[config.mk]
export PLATFORM = sky130hd
export DESIGN_NAME = cart_bus_arbiter
export DESIGN_NICKNAME = d
export VERILOG_FILES = /design/src/rtl/cart_bus_arbiter.sv
export SDC_FILE = /design/constraint.sdc
export NUM_CORES = 1
export LEC_CHECK = 0
export ABC_AREA = 1
export BUFFER_PORTS_ARGS = -buffer_cell sky130_fd_sc_hd__buf_2
export CORE_ASPECT_RATIO = 0.9
export CORE_MARGIN = 2
export CORE_UTILIZATION = 30
export DETAILED_ROUTE_END_ITERATION = 8
export GPL_ROUTABILITY_DRIVEN = 1
export GPL_TIMING_DRIVEN = 0
export PLACE_DENSITY_LB_ADDON = 0.12
export SLEW_MARGIN = 10
export SYNTH_ARGS = -nofsm -noshare
export SYNTH_HDL_FRONTEND = slang
export SYNTH_SLANG_ARGS = --single-unit
[constraint.sdc]
create_clock -name clk -period 6.1 [get_ports clk]
set_input_delay 1.22 -clock clk [delete_from_list [all_inputs] [get_ports clk]]
set_output_delay 1.22 -clock clk [all_outputs]
set_load 0.01 [all_outputs]
[src/rtl/cart_bus_arbiter.sv]
// Cartridge bus sequencer: two-port arbiter driving a setup/strobe/hold access.
// Port 0 has priority; a starvation counter lets port 1 in after MAX_CONSEC wins.
module cart_bus_arbiter #(
    parameter int T_SETUP    = 1,
    parameter int T_STROBE   = 2,
    parameter int T_HOLD     = 1,
    parameter int MAX_CONSEC = 4
) (
    input  logic        clk,
    input  logic        rst,
    input  logic        req0,
    input  logic        we0,
    input  logic [15:0] addr0,
    input  logic [7:0]  wdata0,
    output logic        ack0,
    output logic [7:0]  rdata0,
    input  logic        req1,
    input  logic        we1,
    input  logic [15:0] addr1,
    input  logic [7:0]  wdata1,
    output logic        ack1,
    output logic [7:0]  rdata1,
    output logic        busy,
    output logic        grant,
    output logic [15:0] cart_a,
    output logic [7:0]  cart_dout,
    output logic        cart_dout_en,
    input  logic [7:0]  cart_din,
    output logic        cart_rd,
    output logic        cart_wr,
    output logic        cart_cs
);

    typedef enum logic [1:0] {
        IDLE   = 2'd0,
        SETUP  = 2'd1,
        STROBE = 2'd2,
        HOLD   = 2'd3
    } state_t;

    localparam logic [3:0] SETUP_LAST  = 4'(T_SETUP - 1);
    localparam logic [3:0] STROBE_LAST = 4'(T_STROBE - 1);
    localparam logic [3:0] HOLD_LAST   = 4'(T_HOLD - 1);
    localparam logic [3:0] MAX_CNT     = 4'(MAX_CONSEC);

    state_t      state, state_n;
    logic [3:0]  phase, phase_n;
    logic [3:0]  starve_cnt, starve_n;
    logic        grant_n;
    logic        pick1;
    logic        lat_we, lat_we_n;
    logic [15:0] lat_a, lat_a_n;
    logic [7:0]  lat_d, lat_d_n;
    logic        active_n;
    logic        last_hold_n;
    logic        cs_n;
    logic        wr_txn_n;

    // Next-state, arbitration and request latching.
    always_comb begin
        state_n  = state;
        phase_n  = phase + 4'd1;
        starve_n = starve_cnt;
        grant_n  = grant;
        lat_we_n = lat_we;
        lat_a_n  = lat_a;
        lat_d_n  = lat_d;
        pick1    = 1'b0;
        unique case (state)
            IDLE: begin
                phase_n = 4'd0;
                if (req0 || req1) begin
                    pick1    = req1 && (!req0 || starve_cnt == MAX_CNT);
                    grant_n  = pick1;
                    lat_we_n = pick1 ? we1 : we0;
                    lat_a_n  = pick1 ? addr1 : addr0;
                    lat_d_n  = pick1 ? wdata1 : wdata0;
                    state_n  = SETUP;
                    if (pick1 || !req1) begin
                        starve_n = 4'd0;
                    end else if (starve_cnt < MAX_CNT) begin
                        starve_n = starve_cnt + 4'd1;
                    end
                end
            end
            SETUP: begin
                if (phase == SETUP_LAST) begin
                    state_n = STROBE;
                    phase_n = 4'd0;
                end
            end
            STROBE: begin
                if (phase == STROBE_LAST) begin
                    state_n = HOLD;
                    phase_n = 4'd0;
                end
            end
            HOLD: begin
                if (phase == HOLD_LAST) begin
                    state_n = IDLE;
                    phase_n = 4'd0;
                end
            end
            default: begin
                state_n = IDLE;
                phase_n = 4'd0;
            end
        endcase
    end

    // Bus pin values for the cycle that follows the next edge.
    always_comb begin
        active_n    = state_n != IDLE;
        last_hold_n = state_n == HOLD && phase_n == HOLD_LAST;
        cs_n        = active_n && lat_a_n >= 16'hA000
                      && lat_a_n <= 16'hFDFF;
        wr_txn_n    = active_n && lat_we_n;
    end

    // Sequencer state and latched request.
    always_ff @(posedge clk or posedge rst) begin
        if (rst) begin
            state      <= IDLE;
            phase      <= 4'd0;
            starve_cnt <= 4'd0;
            grant      <= 1'b0;
            lat_we     <= 1'b0;
            lat_a      <= 16'd0;
            lat_d      <= 8'd0;
        end else begin
            state      <= state_n;
            phase      <= phase_n;
            starve_cnt <= starve_n;
            grant      <= grant_n;
            lat_we     <= lat_we_n;
            lat_a      <= lat_a_n;
            lat_d      <= lat_d_n;
        end
    end

    // Registered bus outputs and completion pulses.
    always_ff @(posedge clk or posedge rst) begin
        if (rst) begin
            busy         <= 1'b0;
            cart_a       <= 16'd0;
            cart_cs      <= 1'b0;
            cart_rd      <= 1'b0;
            cart_wr      <= 1'b0;
            cart_dout_en <= 1'b0;
            cart_dout    <= 8'd0;
            ack0         <= 1'b0;
            ack1         <= 1'b0;
        end else begin
            busy         <= active_n;
            cart_a       <= active_n ? lat_a_n : 16'd0;
            cart_cs      <= cs_n;
            cart_rd      <= !lat_we_n
                            && (state_n == SETUP || state_n == STROBE);
            cart_wr      <= lat_we_n && state_n == STROBE;
            cart_dout_en <= wr_txn_n;
            cart_dout    <= wr_txn_n ? lat_d_n : 8'd0;
            ack0         <= last_hold_n && !grant_n;
            ack1         <= last_hold_n && grant_n;
        end
    end

    // Read data is captured at the close of the final strobe cycle.
    always_ff @(posedge clk or posedge rst) begin
        if (rst) begin
            rdata0 <= 8'd0;
            rdata1 <= 8'd0;
        end else if (state == STROBE && phase == STROBE_LAST && !lat_we) begin
            if (grant) begin
                rdata1 <= cart_din;
            end else begin
                rdata0 <= cart_din;
            end
        end
    end

endmodule

### Word-level counts from Yosys, hierarchy flattened

Cells that the tools add are included.

| cells by class | value |
|---|---|
| $lt $le $gt $ge | 3 |
| reduce and logical (&&, ||, !) cells | 29 |
| bitwise logic cells | 1 |
| equality and inequality tests | 8 |
| add/subtract/negate cells | 2 |
| multiplexer cells | 23 |

Operators by type and width:

| cell | count |
|---|---|
| 2-to-1 mux 16 bit | 4 |
| 2-to-1 mux 8 bit | 4 |
| greater-or-equal comparator 16 bit (second input constant) | 1 |
| less-or-equal comparator 16 bit (second input constant) | 1 |
| 2-to-1 mux 4 bit | 4 |
| case mux 4 bit (3 select lines) | 1 |
| logical AND 1 bit | 11 |
| adder 4 x 1 -> 4 bit (second input constant) | 2 |
| equality test 2 bit (second input constant) | 4 |
| logical NOT 4 bit | 2 |
| 2-to-1 mux 2 bit | 4 |
| case mux 2 bit (4 select lines) | 1 |
| logical NOT 1 bit | 5 |
| 2-to-1 mux 1 bit | 5 |
| equality test 2 x 1 -> 1 bit (second input constant) | 2 |
| equality test 4 x 1 -> 1 bit (second input constant) | 1 |
| equality test 4 x 3 -> 1 bit (second input constant) | 1 |
| logical OR 1 bit | 4 |
| less-than comparator 4 x 3 -> 1 bit (second input constant) | 1 |
| AND reduction 2 bit | 2 |
| nonzero test 2 bit | 2 |
| AND reduction 3 bit | 1 |
| logical NOT 2 bit | 1 |
| OR reduction 2 bit | 1 |
| inverter 1 bit | 1 |

| word-level totals | value |
|---|---|
| input port bits | 62 |
| bits in registers | 83 |
| output and inout port bits | 48 |

### Depth between registers and ports, before layout

Gate-level depths: netlist of run 1.

| logic depth | value |
|---|---|
| word-level depth | 9 |
| mapped depth | 13 |
| gate-level depth less buffers | 12 |

### Least setup slack after synthesis of run 1

No wires, ideal clock.

| timing | value |
|---|---|
| path kind | input-to-reg |
| start | input req1 |
| end | register cart_a[1] |
| data required time | 5968 ps |
| stages | 12 |
| path slack | 3078 ps |
| buffers on the path | 5 |
| arrival | 2890 ps |
| setup time | 132 ps |
| cells stage by stage | buf_4 -> nor2_4 -> nor2_8 -> buf_12 -> buf_2 -> nor2_1 -> nand2_1 -> inv_1 -> ha_1 -> clkbuf_1 -> clkbuf_1 -> nor2_1 |

| between the ends | value |
|---|---|
| word-level cells in the longest chain between the ends | 5 |
| elaborated cells between the ends (all ways) | 9 |
| those cells by class | mux: 6; reduce/logical: 3 |

RTL lines:

| element | line | text |
|---|---|---|
| start, declared | 17 | `input logic req1,` |
| logical OR 1 bit | 72 | `if (req0 \|\| req1) begin` |
| 2-to-1 mux 2 bit | 72 |  |
| case mux 2 bit (4 select lines) | 69 | `unique case (state)` |
| named net state_n[0] | 46 | `state_t state, state_n;` |
| nonzero test 2 bit | 113 | `active_n = state_n != IDLE;` |
| 2-to-1 mux 16 bit | 155 | `cart_a <= active_n ? lat_a_n : 16'd0;` |
| end signal, assigned | 155 |  |
| end, declared | 25 | `output logic [15:0] cart_a,` |

The timed path passes the listed nets, and every way through them passes these cells.
A chain may end at the register's enable or synchronous reset.

### Worst setup path after layout of run 1

| timing | value |
|---|---|
| start | input req1 |
| end | register cart_a[4] |

The elaborated chain is that of the path after synthesis.

==> results of run 1 <==
## through the flow
stage / instances / hold WS [ns] / setup slack (ns)
global placement: 644 / 0.466 / 1.59
CTS: 661 / 0.486 / 2.81
global route: 661 / 0.518 / 2.70
floorplan: 380 / 0.463 / 2.74
detailed placement: 645 / 0.471 / 2.45
finish: 661 / 0.479 / 2.89
## flip-flops by register name, indices dropped and copies added (netlist names)
register and cells:
phase 4, lat_a 16, cart_dout 8, cart_wr 1, cart_cs 1, lat_we 1, cart_dout_en 1, ack0 1
cart_a 16, grant 1, busy 1, state 2, lat_d 8, rdata0 8, starve_cnt 4, rdata1 8
cart_rd 1, ack1 1
## cells by family (layout without fill, tap and decap cells)
family          after synthesis  in the layout  synth area share
buf+inv                      76            201            0.0963
fa+ha+maj                     8              8            0.0279
xor+xnor                      2              2           0.00488
flops                        83             83             0.579
simple gates                160            160             0.198
compound gates               51             51            0.0935
## layout by cell type, fill, tap and decap left out, types with 3 or more instances in the layout
| master | n |
|---|---|
| nand2_1 | 80 |
| a31o_1 | 13 |
| clkbuf_16 | 9 |
| nor2_2 | 5 |
| nand3_1 | 18 |
| nor2_1 | 46 |
| o21ai_0 | 21 |
| ha_1 | 8 |
| inv_1 | 58 |
| buf_2 | 111 |
| clkbuf_1 | 5 |
| inv_2 | 3 |
| a21oi_1 | 6 |
| dfrtp_1 | 83 |
| buf_6 | 3 |
| a31o_2 | 6 |
## routing by layer
layer	share of wire	vias to the layer above	track usage	wire length, µm
li1	-	1422	-	-
met1	0.46	1294	0.180	3930
met2	0.46	65	0.227	3980
met3	0.057	12	0.0482	487
met4	0.020	0	0.0570	170
met5	0	-	0	0
## critical path, cell delays in order
cell      delay [ns]
buf_4           0.16
nor2_4          0.14
nor2_8          0.07
buf_12          0.14
buf_2           0.19
nor2_1          0.12
nand2_1         0.10
inv_1           0.09
ha_1            0.14
clkbuf_1        0.48
clkbuf_1        0.46
nor2_1          0.10
## how the worst max path moves through the flow
stage,cells past startpoint,to
floorplan,1,ack0$_DFF_PP0_
global placement,2,cart_dout[3]$_DFF_PP0_
detailed placement,12,cart_a[4]$_DFF_PP0_
CTS,12,cart_a[9]$_DFF_PP0_
global route,12,cart_a[1]$_DFF_PP0_
finish,12,cart_a[4]$_DFF_PP0_
## layout make-up
cell class | count | area (µm²) | area share
multi-input combinational | 221 | 1160 | 0.250
timing repair buffer | 109 | 568 | 0.122
tap | 156 | 195 | 0.0419
buffer | 13 | 106 | 0.0228
clock inverter | 4 | 48.8 | 0.0105
sequential | 83 | 2080 | 0.446
inverter | 63 | 241 | 0.0518
clock buffer | 12 | 256 | 0.0551
## power by group
group / switching, µW / leakage (µW) / total [µW] / internal (µW)
clock: 212 / 0.000153 / 551 / 339
sequential: 92.8 / 0.00100 / 900 / 807
combinational: 606 / 0.00136 / 996 / 390
==> run metrics, run 1 <==
Crit Path Max Fanout=10; GRT Util Overall=0.143; Yosys reg bits=83; Synth Flop Type=dfrtp_1; latest clock arrival within the worst-skew pair=0.34 ns; TritonCTS Buffers=9; clock root buffer=clkbuf_16; Fill cells=1180; clock skew=0.00492 ns; routed len/inst=13.0 µm; drt first pass iters=4; clk sink count=83; Final Cell Area=4660 µm²; PD cells=525 nW/µm²; gr ovfl total=0; Post-route DRC=0; final setup violation count=0; first-pass GRT wire length=14.0 mm; post-CTS setup buffers=0; Gate Count Post-Synth=380; post-placement cell area=4350 µm²; worst reg2reg endpoint=cart_a[4]$_DFF_PP0_; Max clock buf depth=2; max-cap check violation count=0; Max VDD drop=204 µV; Reg2Reg Depth=11; PostCTS Resize Cnt=0; reg2reg start=state[0]$_DFF_PP0_; vias in the first global route=2841; P&R area growth vs syn=29.9%; average size of a mapped cell=9.44 µm²; Worst-path clk slew=0.06 ns; area of the mapped netlist=3590 µm²; H-tree Lvls=3; register area share after synthesis=0.579; largest net degree at the start of global routing=53; initial antenna violation count=0; Async S/R FF share, synth=1.00; Die W=119 µm; Slew Viols, Final=0; beginning of the critical path=req1; worst reg-to-reg setup slack=3.51 ns; vias per std cell=4.23; CTS tree=done; Die Ht=108 µm; via count=2793; post-route clock period utilization=0.527; Initial Utilization=0.311; final hold violations=0; cell with the most instances after synthesis=dfrtp_1; DRT iter0 DRCs=58; worst slew pin tran=0.616 ns; share of the synthesized area in the top cell type=0.579; diode count=0; Final ANT Viol Nets=0; Static Leak=0.00251 µW; IO buf count=108; Peak Freq=311 MHz; die area=12800 µm²; Slew HR=0.589; share of layout cells above drive strength 1=0.313; Synthesized Nets=450; startpoint class of the critical path=primary input; # hold bufs at CTS=0; Critical Path AT=3.42 ns; Tmin final=3.21 ns; outcome=finished clean; FP Rows=37; dominant cells by area after synthesis=dfrtp_1, nand2_1, inv_1, nor2_1, a31o_1; post-synth top area cell=dfrtp_1; Tot Pwr=2450 µW; gpl congestion=0.770; Synth warnings=0; hold crit path type=flop to flop; CP endpoint kind=flop; post-layout util=0.404; Crit Path Class=primary input to flop; worst endpoint required time=6.31 ns; hold path startpoint=rdata1[1]$_DFFE_PP0P_; Hold Path Depth=2; Detailed Place HPWL=6.26 mm; Post-synth EDFFs=0; IO Count=110; nets=570; unrepaired setup endpoints after global routing=no; core area=11500 µm²; total wire length=8.57 mm; Hold EP=rdata1[1]$_DFFE_PP0P_; Netlist cell types=33; Synth top cells by count=dfrtp_1, nand2_1, inv_1, nor2_1, o21ai_0; Post-Route Setup TNS=0 ns
Note: power is estimated with default switching activity, not from simulation.
==> inputs of run 2 (changes only) <==
==> constraint.sdc (replaced) <==
create_clock -name clk -period 2.75 [get_ports clk]
set_input_delay 0.55 -clock clk [delete_from_list [all_inputs] [get_ports clk]]
set_output_delay 0.55 -clock clk [all_outputs]
set_load 0.01 [all_outputs]
==> run 2 against run 1 <==
Clock skew about the same. Sequential power up 120%. Sequential share of layout area is essentially flat. First-iteration DRC count fell by 14%. Critical path type is now flop to flop.
==> run metrics, run 2 (same netlist as run 1, synthesis figures left out) <==
outcome=finished clean (unchanged); Crit Path Max Fanout=10 (unchanged); vias in the first global route=2841 (unchanged); DRT iter0 DRCs=50 (was 58); drt first pass iters=4 (unchanged); Final ANT Viol Nets=0 (unchanged); latest clock arrival within the worst-skew pair=0.34 ns (about the same); largest net degree at the start of global routing=53 (unchanged); post-route clock period utilization=0.890; via count=2797 (was 2793); IO Count=110 (unchanged); P&R area growth vs syn=29.8% (was 29.9%); diode count=0 (unchanged); IO buf count=108 (unchanged); Peak Freq=409 MHz; total wire length=8.57 mm (unchanged); nets=569 (was 570); share of layout cells above drive strength 1=0.313 (about the same); largest registers=cart_a: 16 flops, lat_a: 16 flops (unchanged); Place WS=-0.227 ns (was 2.45 ns); PostCTS Resize Cnt=0 (unchanged); die area=12800 µm² (unchanged); post-placement cell area=4350 µm² (unchanged); Tmin final=2.45 ns; Slew Viols, Final=0 (unchanged); gpl congestion=0.770 (unchanged); gr ovfl total=0 (unchanged); PD cells=1170 nW/µm² (was 525 nW/µm²); Die W=119 µm (unchanged); routed len/inst=13.0 µm (about the same); H-tree Lvls=3 (unchanged); Fill cells=1180 (unchanged); vias per std cell=4.24 (was 4.23); clk sink count=83 (unchanged); worst slew pin tran=0.519 ns (was 0.616 ns); Max VDD drop=453 µV (was 204 µV); TritonCTS Buffers=9 (unchanged); Max clock buf depth=2 (unchanged); Final WS setup=0.303 ns (was 2.89 ns); Slew HR=0.654 (was 0.589); clock skew=0.00496 ns (was 0.00492 ns); hold_ws=0.218 ns (was 0.479 ns); initial antenna violation count=0 (unchanged); GRT Util Overall=0.143 (unchanged); Detailed Place HPWL=6.26 mm (unchanged); Crit Path Class=flop to flop (was primary input to flop); post-layout util=0.404 (about the same); worst reg-to-reg setup slack=0.30 ns (was 3.51 ns); unrepaired setup endpoints after global routing=no (unchanged); Tot Pwr=5430 µW (was 2450 µW); CP endpoint kind=flop (unchanged); Post-route DRC=0 (unchanged); max-cap check violation count=0 (unchanged); Die Ht=108 µm (unchanged); post-CTS setup buffers=0 (unchanged); final hold violations=0 (unchanged); worst endpoint required time=2.96 ns (was 6.31 ns); clock root buffer=clkbuf_16 (unchanged); hold crit path type=primary input to asynchronous set/reset pin (was flop to flop); core area=11500 µm² (unchanged); Worst-path clk slew=0.06 ns (about the same); FP Rows=37 (unchanged); Initial Utilization=0.311 (unchanged); CTS tree=done (unchanged); startpoint class of the critical path=flop (was primary input); commonest non-fill, non-tap cell in the layout=buf_2 (unchanged); most frequent cells in the layout=buf_2, dfrtp_1, nand2_1 (unchanged); first-pass GRT wire length=14.0 mm (unchanged); Critical Path AT=2.65 ns (was 3.42 ns); # hold bufs at CTS=0 (unchanged); final setup violation count=0 (unchanged); Final Cell Area=4650 µm² (was 4660 µm²); Static Leak=0.00251 µW (about the same)
run 2: changes by cell type in the layout (fill, tap and decap cells not counted), sizes merged:
cell,change
clkbuf,-1
run 2: path summary, 6_finish.rpt:
kind                                  startpoint                     to  cells past startpoint
setup / recovery              state[0]$_DFF_PP0_    cart_a[9]$_DFF_PP0_                     10
hold / removal                               rst    cart_a[2]$_DFF_PP0_                      2
setup reg to reg              state[0]$_DFF_PP0_    cart_a[9]$_DFF_PP0_                     10
hold reg to reg            rdata1[1]$_DFFE_PP0P_  rdata1[1]$_DFFE_PP0P_                      2
max in group asynchronous                    rst     lat_d[3]$_DFF_PP0_                      3
min in group clk                     cart_din[0]  rdata1[0]$_DFFE_PP0P_                      3
run 2: where the power goes:
group	switching [µW]	total [µW]	internal, µW
combinational	1340	2210	870
clock	470	1220	751
sequential	206	2000	1790
total	2020	5430	3410
run 2: metrics by stage:
stage,setup TNS (ns),instances
final,0,660
after global routing,0,660
after CTS,0,661
after detailed placement,-2.19,645
after global placement,-92.51,644
after floorplan,0,380
run 2: worst max-delay path, stage by stage (launching register included):
cell	delay [ns]
dfrtp_1	0.38
or2_4	0.19
nor2_8	0.05
buf_12	0.14
buf_2	0.19
nor2_1	0.12
nand2_1	0.10
inv_1	0.09
ha_1	0.49
clkbuf_1	0.45
nor2_1	0.10
run 2: area by class of cell:
type	count	area, µm²	share of cell area
sequential	83	2080	0.446
multi-input combinational	221	1160	0.250
timing repair buffer	109	568	0.122
clock buffer	12	256	0.0551
inverter	63	241	0.0519
tap	156	195	0.0419
buffer	12	103	0.0220
clock inverter	4	48.8	0.0105
run 2: layer usage:
layer	GRT usage	part of all wire
met1	0.180	0.46
met2	0.227	0.47
met3	0.0482	0.055
met4	0.0570	0.019
met5	0	0
